[src/rtl/cam_pkg.sv]
// Shared definitions for the camera PLL supervisor.
// Holds the supervisor state encoding and the default cycle constants
// (16 MHz reference clock).
package cam_pkg;

  localparam logic [1:0] S_PLL_RST   = 2'd0;
  localparam logic [1:0] S_WAIT_LOCK = 2'd1;
  localparam logic [1:0] S_STABLE    = 2'd2;
  localparam logic [1:0] S_RUN       = 2'd3;

  typedef enum logic [1:0] {
    PLL_RST   = S_PLL_RST,
    WAIT_LOCK = S_WAIT_LOCK,
    STABLE    = S_STABLE,
    RUN       = S_RUN
  } sup_state_e;

  localparam int DEF_PLL_RST_CYCLES = 16;
  localparam int DEF_LOCK_TIMEOUT   = 16000;  // 1 ms at 16 MHz
  localparam int DEF_LOCK_STABLE    = 256;
  localparam int DEF_CNT_W          = 16;

endpackage

[src/rtl/cam_sync2.sv]
// Two-flop synchroniser for a single asynchronous level.
// Ports: clk, rst_n (async active-low, clears both flops to 0),
//        d (asynchronous input), q (synchronised output, 2-edge latency).
module cam_sync2 (
  input  logic clk,
  input  logic rst_n,
  input  logic d,
  output logic q
);

  logic meta_q;
  logic sync_q;

  always_ff @(posedge clk or negedge rst_n) begin
    if (!rst_n) begin
      meta_q <= 1'b0;
      sync_q <= 1'b0;
    end else begin
      meta_q <= d;
      sync_q <= meta_q;
    end
  end

  assign q = sync_q;

endmodule

[src/rtl/cam_pll_sup.sv]
// PLL supervisor and system reset generator, clocked by the 16 MHz reference.
// Holds the PLL in reset, waits for lock, requires lock to be stable before
// releasing the 40 MHz system reset, and retries the PLL on timeout or loss.
// Ports:
//   clk        16 MHz reference clock
//   rst_n      async active-low reset
//   pll_lock   PLL LOCK (asynchronous to clk)
//   pll_rst_n  active-low reset to the PLL
//   sys_rst_n  active-low system reset for the 40 MHz domain
//   pll_ok     high while in RUN
//   retry_cnt  saturating count of timeouts plus lock losses
module cam_pll_sup
  import cam_pkg::*;
#(
  parameter int PLL_RST_CYCLES = DEF_PLL_RST_CYCLES,
  parameter int LOCK_TIMEOUT   = DEF_LOCK_TIMEOUT,
  parameter int LOCK_STABLE    = DEF_LOCK_STABLE,
  parameter int CNT_W          = DEF_CNT_W
) (
  input  logic       clk,
  input  logic       rst_n,
  input  logic       pll_lock,
  output logic       pll_rst_n,
  output logic       sys_rst_n,
  output logic       pll_ok,
  output logic [7:0] retry_cnt
);

  localparam logic [CNT_W-1:0] RST_LAST     = CNT_W'(PLL_RST_CYCLES - 1);
  localparam logic [CNT_W-1:0] TIMEOUT_LAST = CNT_W'(LOCK_TIMEOUT - 1);
  localparam logic [CNT_W-1:0] STABLE_LAST  = CNT_W'(LOCK_STABLE - 1);

  logic lock_s;

  cam_sync2 u_lock_sync (
    .clk   (clk),
    .rst_n (rst_n),
    .d     (pll_lock),
    .q     (lock_s)
  );

  sup_state_e       state_q, state_d;
  logic [CNT_W-1:0] cnt_q, cnt_d;
  logic [7:0]       retry_q, retry_d;
  logic             pll_rst_n_q, sys_rst_n_q, pll_ok_q;
  logic             bump;

  always_comb begin
    state_d = state_q;
    bump    = 1'b0;
    case (state_q)
      PLL_RST:   if (cnt_q == RST_LAST) state_d = WAIT_LOCK;
      WAIT_LOCK: begin
        // Lock beats timeout when both land on the same cycle.
        if (lock_s) begin
          state_d = STABLE;
        end else if (cnt_q == TIMEOUT_LAST) begin
          state_d = PLL_RST;
          bump    = 1'b1;
        end
      end
      STABLE: begin
        // A drop on the terminal cycle still sends us back to WAIT_LOCK.
        if (!lock_s)                    state_d = WAIT_LOCK;
        else if (cnt_q == STABLE_LAST)  state_d = RUN;
      end
      RUN: begin
        if (!lock_s) begin
          state_d = PLL_RST;
          bump    = 1'b1;
        end
      end
      default: state_d = PLL_RST;
    endcase

    // Shared counter restarts on every state change; it is idle in RUN.
    if (state_d != state_q)  cnt_d = '0;
    else if (state_q == RUN) cnt_d = cnt_q;
    else                     cnt_d = cnt_q + CNT_W'(1);

    retry_d = (bump && (retry_q != 8'hFF)) ? retry_q + 8'd1 : retry_q;
  end

  // Outputs are decoded from the next state so they change on the same edge
  // as the state register, with no input-to-output combinational path.
  always_ff @(posedge clk or negedge rst_n) begin
    if (!rst_n) begin
      state_q     <= PLL_RST;
      cnt_q       <= '0;
      retry_q     <= '0;
      pll_rst_n_q <= 1'b0;
      sys_rst_n_q <= 1'b0;
      pll_ok_q    <= 1'b0;
    end else begin
      state_q     <= state_d;
      cnt_q       <= cnt_d;
      retry_q     <= retry_d;
      pll_rst_n_q <= (state_d != PLL_RST);
      sys_rst_n_q <= (state_d == RUN);
      pll_ok_q    <= (state_d == RUN);
    end
  end

  assign pll_rst_n = pll_rst_n_q;
  assign sys_rst_n = sys_rst_n_q;
  assign pll_ok    = pll_ok_q;
  assign retry_cnt = retry_q;

endmodule

[config.mk]
export PLATFORM = sky130hd
export DESIGN_NAME = cam_pll_sup
export DESIGN_NICKNAME = d
export VERILOG_FILES = /design/src/rtl/cam_pkg.sv /design/src/rtl/cam_sync2.sv /design/src/rtl/cam_pll_sup.sv
export SDC_FILE = /design/constraint.sdc
export NUM_CORES = 1
export LEC_CHECK = 0
export CAP_MARGIN = 20
export CORE_ASPECT_RATIO = 0.9
export CORE_MARGIN = 1
export CORE_UTILIZATION = 42
export CTS_BUF_LIST = sky130_fd_sc_hd__clkbuf_16
export CTS_CLUSTER_SIZE = 10
export DETAILED_ROUTE_END_ITERATION = 10
export MAX_ROUTING_LAYER = met4
export PLACE_DENSITY = 0.63
export SLEW_MARGIN = 20
export SYNTH_ARGS = -nofsm -noshare
export SYNTH_HDL_FRONTEND = slang
export SYNTH_SLANG_ARGS = --single-unit
[constraint.sdc]
create_clock -name clk -period 2.72 [get_ports clk]
set_input_delay 0.816 -clock clk [delete_from_list [all_inputs] [get_ports clk]]
set_output_delay 0.816 -clock clk [all_outputs]
set_load 0.005 [all_outputs]
==> results of run 1 <==
==> per-stage QoR <==
stage	hold slack, ps	worst slack, ps
floorplan	331	789
finish	357	522
global route	364	330
detailed placement	349	506
CTS	360	496
global placement	337	533
==> logic make-up after synthesis <==
family / after synthesis / synth area share [%]
compound gates: 15 / 8.18
xor+xnor: 20 / 11.1
fa+ha+maj: 2 / 1.59
buf+inv: 7 / 2.22
flops: 30 / 47.7
mux: 1 / 0.953
simple gates: 79 / 28.3
==> layer usage <==
layer / wire, µm / vias up
met1: 1470 / 549
met5: 0 / -
met3: 112 / 5
met2: 1340 / 15
met4: 59 / 0
li1: - / 571
==> worst max-delay path, stage by stage (launching register included) <==
cell and delay [ps]:
dfrtp_1 420, ha_1 220, nand4_1 220, o41a_4 530, o211ai_2 530, nor2_1 130
==> sequential cells by signal (all words and copies together), names as in the netlist <==
register,cells
cnt_q,16
retry_cnt,8
state_q,2
pll_ok,1
pll_rst_n,1
u_lock_sync.meta_q,1
u_lock_sync.q,1
==> how the worst min path moves through the flow <==
stage / start / end / slack, ps / cells after the start
2_1_floorplan: u_lock_sync.meta_q / u_lock_sync.q / 330 / 0
4_1_cts: u_lock_sync.meta_q / u_lock_sync.q / 360 / 0
5_1_grt: u_lock_sync.meta_q / u_lock_sync.q / 360 / 0
6_report: u_lock_sync.meta_q / u_lock_sync.q / 360 / 0
3_3_place_gp: u_lock_sync.meta_q / u_lock_sync.q / 340 / 0
3_5_place_dp: u_lock_sync.meta_q / u_lock_sync.q / 350 / 0
==> cells in the final DEF (no fill, tap or decap), drive strengths merged, types with 2 or more instances in the layout <==
cell           netlist  layout
nor4                 2       2
and3                 2       2
a31oi                2       2
a22oi                2       2
nand2               13      13
o31ai                2       2
nor3b                2       2
ha                   2       2
nor2                25      25
clkbuf               3       5
nor2b                5       5
nand2b               4       4
and4                 2       2
nand3                7       7
xor2                 9       9
or4                  3       3
a21oi                2       2
clkinv               0       2
o21ai                2       2
xnor2               11      11
nand4                6       6
nor3                 4       4
clkdlybuf4s50        0      13
dfrtp               30      30
==> layout make-up <==
class	count	area, µm²
clock buffer	5	125
inverter	1	3.75
tap	44	55.1
fill	304	1580
multi-input combinational	117	790
sequential	30	751
clock inverter	3	40.0
timing repair buffer	14	138
==> where the power goes <==
group	switching (mW)	internal (mW)	total, mW
Combinational	0.196	0.194	0.391
Sequential	0.101	0.518	0.620
Clock	0.190	0.427	0.617
Total	0.488	1.14	1.63
==> reports/metrics.csv, run 1 <==
metric,value,unit
fin crit period,2200,ps
placed insts,206,
peak supply drop,0.000538,V
final core occ,54.7,%
synthesis-stage register bit count,30,
CP endpoint kind,flop,
Die Area,4000,µm²
grt met1 use,23.9,%
CTS tree,built,
Yosys top cell area share,47.7,%
largest net degree at the start of global routing,31,
GRT busiest layer,met2,
GRT met2 Usage,26.3,%
CTS H-Tree Depth,2,
initial antenna violation count,0,
CTS Sinks,30,
Total GRT Usage,19.1,%
TritonRoute pass-1 iters,4,
Layout Cells excl Fill,214,
IO Port Bufs,13,
register area share after synthesis,47.7,%
reg2reg start,cnt_q[0],
first-pass GRT wire length,5.17,mm
Core Area,3480,µm²
final hold viol count,0,
clk_skew,3.99,ps
cell taking the most area after synthesis,dfrtp_1,
yosys warns,0,
"Top FF cell, synth",dfrtp_1,
Post-Synthesis Cell Area,1580,µm²
setup bufs post-CTS,0,
"Avg Cell Area, Syn",10.2,µm²
Area growth syn-to-layout,20.7,%
worst relative slew slack,60.3,%
DRC Markers,0,
Worst setup endpoint,cnt_q[14],
HPWL Detailed,2.12,mm
Placed Instance Area,1740,µm²
Worst R2R Path Depth,5,
RD Place Congestion,0.847,
leakage,0.831,nW
setup TNS,0,ps
startpoint types,flop,
Die W,66.6,µm
routed len/inst,13.9,µm
Final ANT Viol Nets,0,
clock root cell,clkbuf_16,
Final Instance Area,1900,µm²
total CTS buffers,5,
post_cts resized,0,
max-slew violations,0,
main area contributors after synthesis,"dfrtp_1 (48%), xnor2_1 (6.1%), nor2_1 (5.7%)",
"Remaining Overflow, GRT",0,
Synth Net Count,159,
commonest cells in the netlist,"dfrtp_1 (30), nor2_1 (24), nand2_1 (12), xnor2_1 (11), xor2_1 (9)",
number of vias per cell,5.33,
MaxCap Viol Count,0,
PwrDens,856,nW/µm²
vias in the first global route,1088,
Crit. Startpoint,cnt_q[0],
fin crit share,80.8,%
"Reg clk slew, reported paths",50,ps
RR Endpoint,cnt_q[14],
Clock Tree Buf Depth,2,
Final setup viols,0,
Worst Path Required,2850,ps
most frequent cell after synthesis,dfrtp_1,
initial core utilization,45.3,%
CP max FO,14,
RSZ-0062 raised after global routing,false,
Post-synth EDFFs,0,
Hold Path Class,reg2reg,
Rows,20,
Slew @ Worst Pin,594,ps
# diodes,0,
synth unique cells,41,
1st-iter DRT viols,73,
Tot Pwr,1.63,mW
final wirelength,2.99,mm
outcome,"complete, no violations",
Die Ht,60.1,µm
Crit Path Class,reg2reg,
Reg2Reg Setup Slack,520,ps
Max Freq,0.455,GHz
M3 GR Usage,7.44,%
Layout Nets,174,
clk_lat worst skew,280,ps
cts hold-fix bufs,0,
share of cells above drive strength 1,12.4,%
ys async rst share,100,%
Cells after Synth,154,
via count,1140,
CP arrival,2330,ps
num ports,14,
No activity file was read; power rests on OpenSTA's default activity.
==> inputs of run 2 (changes only) <==
==> constraint.sdc (replaced) <==
create_clock -name clk -period 2.3 [get_ports clk]
set_input_delay 0.69 -clock clk [delete_from_list [all_inputs] [get_ports clk]]
set_output_delay 0.69 -clock clk [all_outputs]
set_load 0.005 [all_outputs]
==> run 2 against run 1 <==
Worst setup slack got worse by 240 ps. Clock power shrank 5.0%. Non-clock buffer count increased by 3. Global-route usage down 1.5 points. Fmax increased by 8.7%. Hold slack got worse by 7.3 ps. Register-to-register slack worse by 240 ps. Flip-flop and latch count unchanged. Critical endpoint is now retry_cnt[1].
==> reports/metrics.csv, run 2 (synthesis results as in run 1) <==
metric,value,unit,change
reg2reg start,cnt_q[8],,
worst relative slew slack,74.4,%,+14 points
Net Sw Power,0.560,mW,+15%
cts hold-fix bufs,0,,unchanged
final hold viol count,0,,unchanged
Combinational Power Share,26.8,%,+2.8 points
RD Place Congestion,0.800,,-5.5%
# diodes,0,,unchanged
Worst R2R Path Depth,5,,unchanged
leakage,0.835,nW,+0.44%
IO Port Bufs,13,,unchanged
Int Power,1.24,mW,+8.8%
routed len/inst,13.5,µm,-3.5%
fin crit period,2020,ps,-177 ps
Crit Path Class,reg2reg,,
vias in the first global route,1049,,-3.6%
outcome,"complete, no violations",,
CTS tree,built,,
sw frac,31.1,%,+1.1 points
clk_skew,6.27,ps,+2.27 ps
Clock Tree Buf Depth,2,,unchanged
Slew @ Worst Pin,380,ps,-214 ps
worst stage delay on the critical path,550,ps,+20 ps
CP arrival,2170,ps,-160 ps
most frequent cells in the layout,"dfrtp_1 (30), nor2_1 (24), clkdlybuf4s50_1 (13)",,
Layout Nets,177,,+1.7%
total CTS buffers,5,,unchanged
clock root cell,clkbuf_16,,
final wirelength,2.91,mm,-2.6%
clock power share,32.6,%,-5.3 points
"Reg clk slew, reported paths",50,ps,about the same
num ports,14,,unchanged
sequential share of power,40.6,%,+2.5 points
Critical path buffers and inverters,0,,unchanged
Die W,66.6,µm,unchanged
Hold Path Class,reg2reg,,
startpoint types,flop,,
Die Area,4000,µm²,unchanged
Final Instance Area,1890,µm²,-0.53%
DRC Markers,0,,unchanged
CP Cell Sequence,or3_4 > o41a_4 > nor2_4 > nand2_2 > mux2_4,,
PwrDens,951,nW/µm²,+11%
Rows,20,,unchanged
Total GRT Usage,17.6,%,-1.5 points
post_cts resized,0,,unchanged
"Remaining Overflow, GRT",0,,unchanged
fin crit share,87.9,%,+7.1 points
max-slew violations,0,,unchanged
Area growth syn-to-layout,20.1,%,
final core occ,54.4,%,-0.29 points
Crit. Startpoint,cnt_q[8],,
HPWL Detailed,2.12,mm,about the same
"CP delay by family, top",simple AND/OR/NAND/NOR gates,,
CP endpoint kind,flop,,
RR Endpoint,retry_cnt[1],,
1st-iter DRT viols,78,,+6.8%
max reg flops,16,,unchanged
CTS H-Tree Depth,2,,unchanged
Final ANT Viol Nets,0,,unchanged
CP max FO,5,,-9
stages on the worst setup path,5,,unchanged
Core Area,3480,µm²,unchanged
"commonest non-fill, non-tap cell in the layout",dfrtp_1,,
Worst Path Required,2450,ps,-400 ps
TritonRoute pass-1 iters,4,,unchanged
setup TNS,0,ps,unchanged
initial antenna violation count,0,,unchanged
Die Ht,60.1,µm,unchanged
via count,1153,,+1.1%
CTS Sinks,30,,unchanged
Final setup viols,0,,unchanged
Critical Path Slowest Stage Cell,o41a_4,,
RSZ-0062 raised after global routing,false,,
first-pass GRT wire length,4.87,mm,-5.7%
peak supply drop,0.000839,V,+56%
number of vias per cell,5.34,,+0.20%
share of cells above drive strength 1,12.2,%,-0.14 points
MaxCap Viol Count,0,,unchanged
Worst setup endpoint,retry_cnt[1],,
Reg2Reg Setup Slack,280,ps,-240 ps
FILL cells,328,,+7.9%
Max Freq,0.495,GHz,+8.7%
clk_lat worst skew,270,ps,about the same
Placed Instance Area,1760,µm²,+1.3%
Reg with most FFs,cnt_q,,
initial core utilization,45.3,%,unchanged
largest net degree at the start of global routing,31,,unchanged
setup bufs post-CTS,0,,unchanged
run 2: worst min path at each step:
| stage | start | to | slack, ps | cells past startpoint |
|---|---|---|---|---|
| floorplan | u_lock_sync.meta_q | u_lock_sync.q | 330 | 0 |
| global placement | u_lock_sync.meta_q | u_lock_sync.q | 340 | 0 |
| detailed placement | u_lock_sync.meta_q | u_lock_sync.q | 340 | 0 |
| CTS | u_lock_sync.meta_q | u_lock_sync.q | 350 | 0 |
| global route | u_lock_sync.meta_q | u_lock_sync.q | 360 | 0 |
| finish | u_lock_sync.meta_q | u_lock_sync.q | 350 | 0 |
run 2: layout make-up:
cell class | instances | area (µm²) | area share, %
Sequential cell | 30 | 751 | 39.7
Inverter | 1 | 3.75 | 0.198
Clock buffer | 5 | 125 | 6.61
Tap cell | 44 | 55.1 | 2.91
Multi-Input combinational cell | 117 | 790 | 41.7
Clock inverter | 2 | 7.51 | 0.397
Timing Repair Buffer | 17 | 160 | 8.47
run 2: metrics by stage:
step / hold slack (ps) / power (mW) / setup WS (ps) / std cells
after floorplan: 331 / 1.08 / 369 / 154
after global placement: 338 / 1.21 / 317 / 209
after detailed placement: 342 / 1.23 / 278 / 209
after CTS: 352 / 1.82 / 268 / 216
after global routing: 362 / 1.91 / 179 / 216
final: 350 / 1.80 / 279 / 216
run 2: worst reg2reg max path, stage by stage (launching register included):
cell and delay [ps]:
dfrtp_1 400, or3_4 430, o41a_4 550, nor2_4 130
nand2_2 80, mux2_4 300
run 2: power by group through the flow:
stage / sequential (mW) / clock [mW] / combinational (mW)
global route: 0.747 / 0.624 / 0.542
global placement: 0.737 / 0 / 0.471
finish: 0.731 / 0.586 / 0.482
CTS: 0.730 / 0.598 / 0.489
floorplan: 0.687 / 0 / 0.391
detailed placement: 0.739 / 0 / 0.488
run 2: per-layer routing:
layer	up-vias	GRT usage, %	share of wire (%)
li1	574	-	-
met1	560	23.9	52
met2	15	23.4	42
met3	4	5.73	3.6
met4	0	8.21	1.4
met5	-	-	0
==> inputs of run 3 (changes only) <==
--- a/config.mk
+++ b/config.mk
@@ -13,7 +13,7 @@
 export CTS_CLUSTER_SIZE = 10
 export DETAILED_ROUTE_END_ITERATION = 10
 export MAX_ROUTING_LAYER = met4
-export PLACE_DENSITY = 0.63
+export PLACE_DENSITY_LB_ADDON = 0.15
 export SLEW_MARGIN = 20
 export SYNTH_ARGS = -nofsm -noshare
 export SYNTH_HDL_FRONTEND = slang
==> run 3 against run 2 <==
Die area stayed put. Clock power is 22% higher. Power is 7.9% higher. Sequential share of layout area is 0.70 points lower. Routed wire length is 6.6% higher. Utilization is 0.97 points higher. Non-clock buffer count is 1 higher. Flip-flop and latch count stayed put. Hold slack hardly changed. Register-to-register slack hardly changed.
==> reports/metrics.csv, run 3 (synthesis results as in run 1) <==
metric,value,unit,change
outcome,"complete, no violations",,
initial antenna violation count,0,,unchanged
WHS,350,ps,+0.310 ps
Hold Path End,u_lock_sync.q,,
worst relative slew slack,75.0,%,+0.60 points
"CP delay by family, top",simple AND/OR/NAND/NOR gates,,
Core Area,3480,µm²,unchanged
Area growth syn-to-layout,22.2,%,
"Remaining Overflow, GRT",0,,unchanged
reg2reg start,cnt_q[9],,
placed insts,210,,+0.48%
routed len/inst,14.3,µm,+6.1%
FILL cells,302,,-7.9%
Placed Instance Area,1770,µm²,+0.43%
combined area of the multi-input logic cells,790,µm²,unchanged
IO Port Bufs,13,,unchanged
num ports,14,,unchanged
DRC Markers,0,,unchanged
RR Endpoint,cnt_q[1],,
Hold Path Origin,u_lock_sync.meta_q,,
CTS Sinks,30,,unchanged
Clock Tree Buf Depth,2,,unchanged
final hold viol count,0,,unchanged
CP max FO,7,,+2
Die Area,4000,µm²,unchanged
HPWL Detailed,2.28,mm,+7.2%
"worst slack, placed",278,ps,-0.794 ps
Slew @ Worst Pin,371,ps,-9.17 ps
Reg with most FFs,cnt_q,,
Critical Path Slowest Stage Cell,or4_4,,
post_cts resized,0,,unchanged
startpoint types,flop,,
first-pass GRT wire length,5.07,mm,+4.1%
Worst R2R Path Depth,5,,unchanged
Hold Path Depth,0,,unchanged
Hold Path Class,reg2reg,,
stages on the worst setup path,5,,unchanged
fin crit period,2030,ps,+8.10 ps
Die W,66.6,µm,unchanged
"commonest non-fill, non-tap cell in the layout",dfrtp_1,,
number of vias per cell,5.41,,+1.3%
cts hold-fix bufs,0,,unchanged
Final ANT Viol Nets,0,,unchanged
Total GRT Usage,18.7,%,+1.1 points
most frequent cells in the layout,"dfrtp_1 (30), nor2_1 (24), clkdlybuf4s50_1 (13)",,
fin crit share,88.2,%,+0.35 points
# diodes,0,,unchanged
share of cells above drive strength 1,13.3,%,+1.1 points
Reg2Reg Setup Slack,270,ps,about the same
setup bufs post-CTS,0,,unchanged
RSZ-0062 raised after global routing,false,,
Critical path buffers and inverters,0,,unchanged
clk_skew,4.02,ps,-2.25 ps
1st-iter DRT viols,80,,+2.6%
max reg flops,16,,unchanged
RD Place Congestion,0.784,,-2.0%
"Reg clk slew, reported paths",50,ps,about the same
PwrDens,1010,nW/µm²,+6.0%
Final setup viols,0,,unchanged
leakage,0.845,nW,+1.2%
peak supply drop,0.000453,V,-46%
CP endpoint kind,flop,,
largest net degree at the start of global routing,31,,unchanged
clock root cell,clkbuf_16,,
via count,1173,,+1.7%
Reg area,751,µm²,unchanged
CTS tree,built,,
CTS H-Tree Depth,2,,unchanged
CP Cell Sequence,or4_4 > nor4_4 > o21ai_2 > a32o_1 > a41o_1,,
Rows,20,,unchanged
worst stage delay on the critical path,570,ps,+20 ps
total CTS buffers,5,,unchanged
clk_lat worst skew,270,ps,about the same
initial core utilization,45.3,%,unchanged
setup TNS,0,ps,unchanged
Layout Cells excl Fill,217,,+0.46%
PnR worst setup slack,271,ps,-8.10 ps
Max Freq,0.493,GHz,-0.40%
Die Ht,60.1,µm,unchanged
MaxCap Viol Count,0,,unchanged
Final Instance Area,1930,µm²,+1.8%
final wirelength,3.10,mm,+6.6%
Worst Path Required,2460,ps,about the same
max-slew violations,0,,unchanged
Layout Nets,178,,+0.56%
Crit Path Class,reg2reg,,
vias in the first global route,1046,,-0.29%
TritonRoute pass-1 iters,4,,unchanged
CP arrival,2190,ps,+20 ps
==> run 3: changes by cell type in the layout (fill, tap and decap cells not counted) <==
| cell | before | now |
|---|---|---|
| inv_1 | 3 | 1 |
| buf_4 | 4 | 5 |
| bufinv_16 | 0 | 1 |
| clkinv_1 | 0 | 1 |
==> run 3: area by class of cell <==
| cell class | instances | share of cell area, % |
|---|---|---|
| Clock buffer | 5 | 6.50 |
| Clock inverter | 2 | 1.75 |
| Inverter | 1 | 0.195 |
| Multi-Input combinational cell | 117 | 41.0 |
| Sequential cell | 30 | 39.0 |
| Tap cell | 44 | 2.86 |
| Timing Repair Buffer | 18 | 8.71 |
==> run 3: where the power goes <==
| part | switching, mW | internal, mW |
|---|---|---|
| clock network | 0.214 | 0.499 |
| registers | 0.109 | 0.614 |
| logic | 0.253 | 0.254 |
==> run 3: worst max-delay path by stage <==
stage | start | endpoint | slack, ps
final | cnt_q[9] | cnt_q[1] | 270
after global routing | cnt_q[9] | cnt_q[1] | 210
after CTS | cnt_q[9] | cnt_q[1] | 270
after detailed placement | cnt_q[9] | cnt_q[1] | 280
after global placement | cnt_q[8] | retry_cnt[1] | 300
after floorplan | cnt_q[8] | retry_cnt[1] | 370
==> run 3: per-stage QoR <==
step,utilization (%),power (mW)
3_5_place_dp,50.8,1.24
5_1_grt,55.4,2.06
2_1_floorplan,-,1.08
6_report,55.4,1.94
3_3_place_gp,50.8,1.23
4_1_cts,55.4,1.97
==> run 3: metal layers <==
metal  up-vias  share of wire (%)  GRT usage, %  wire length (µm)
met5         -                  0             -                 0
met4         0                2.4          10.0                73
met3         8                4.0          5.15               123
met2        22                 44          25.4              1350
met1       565                 50          24.9              1550
li1        578                  -             -                 -
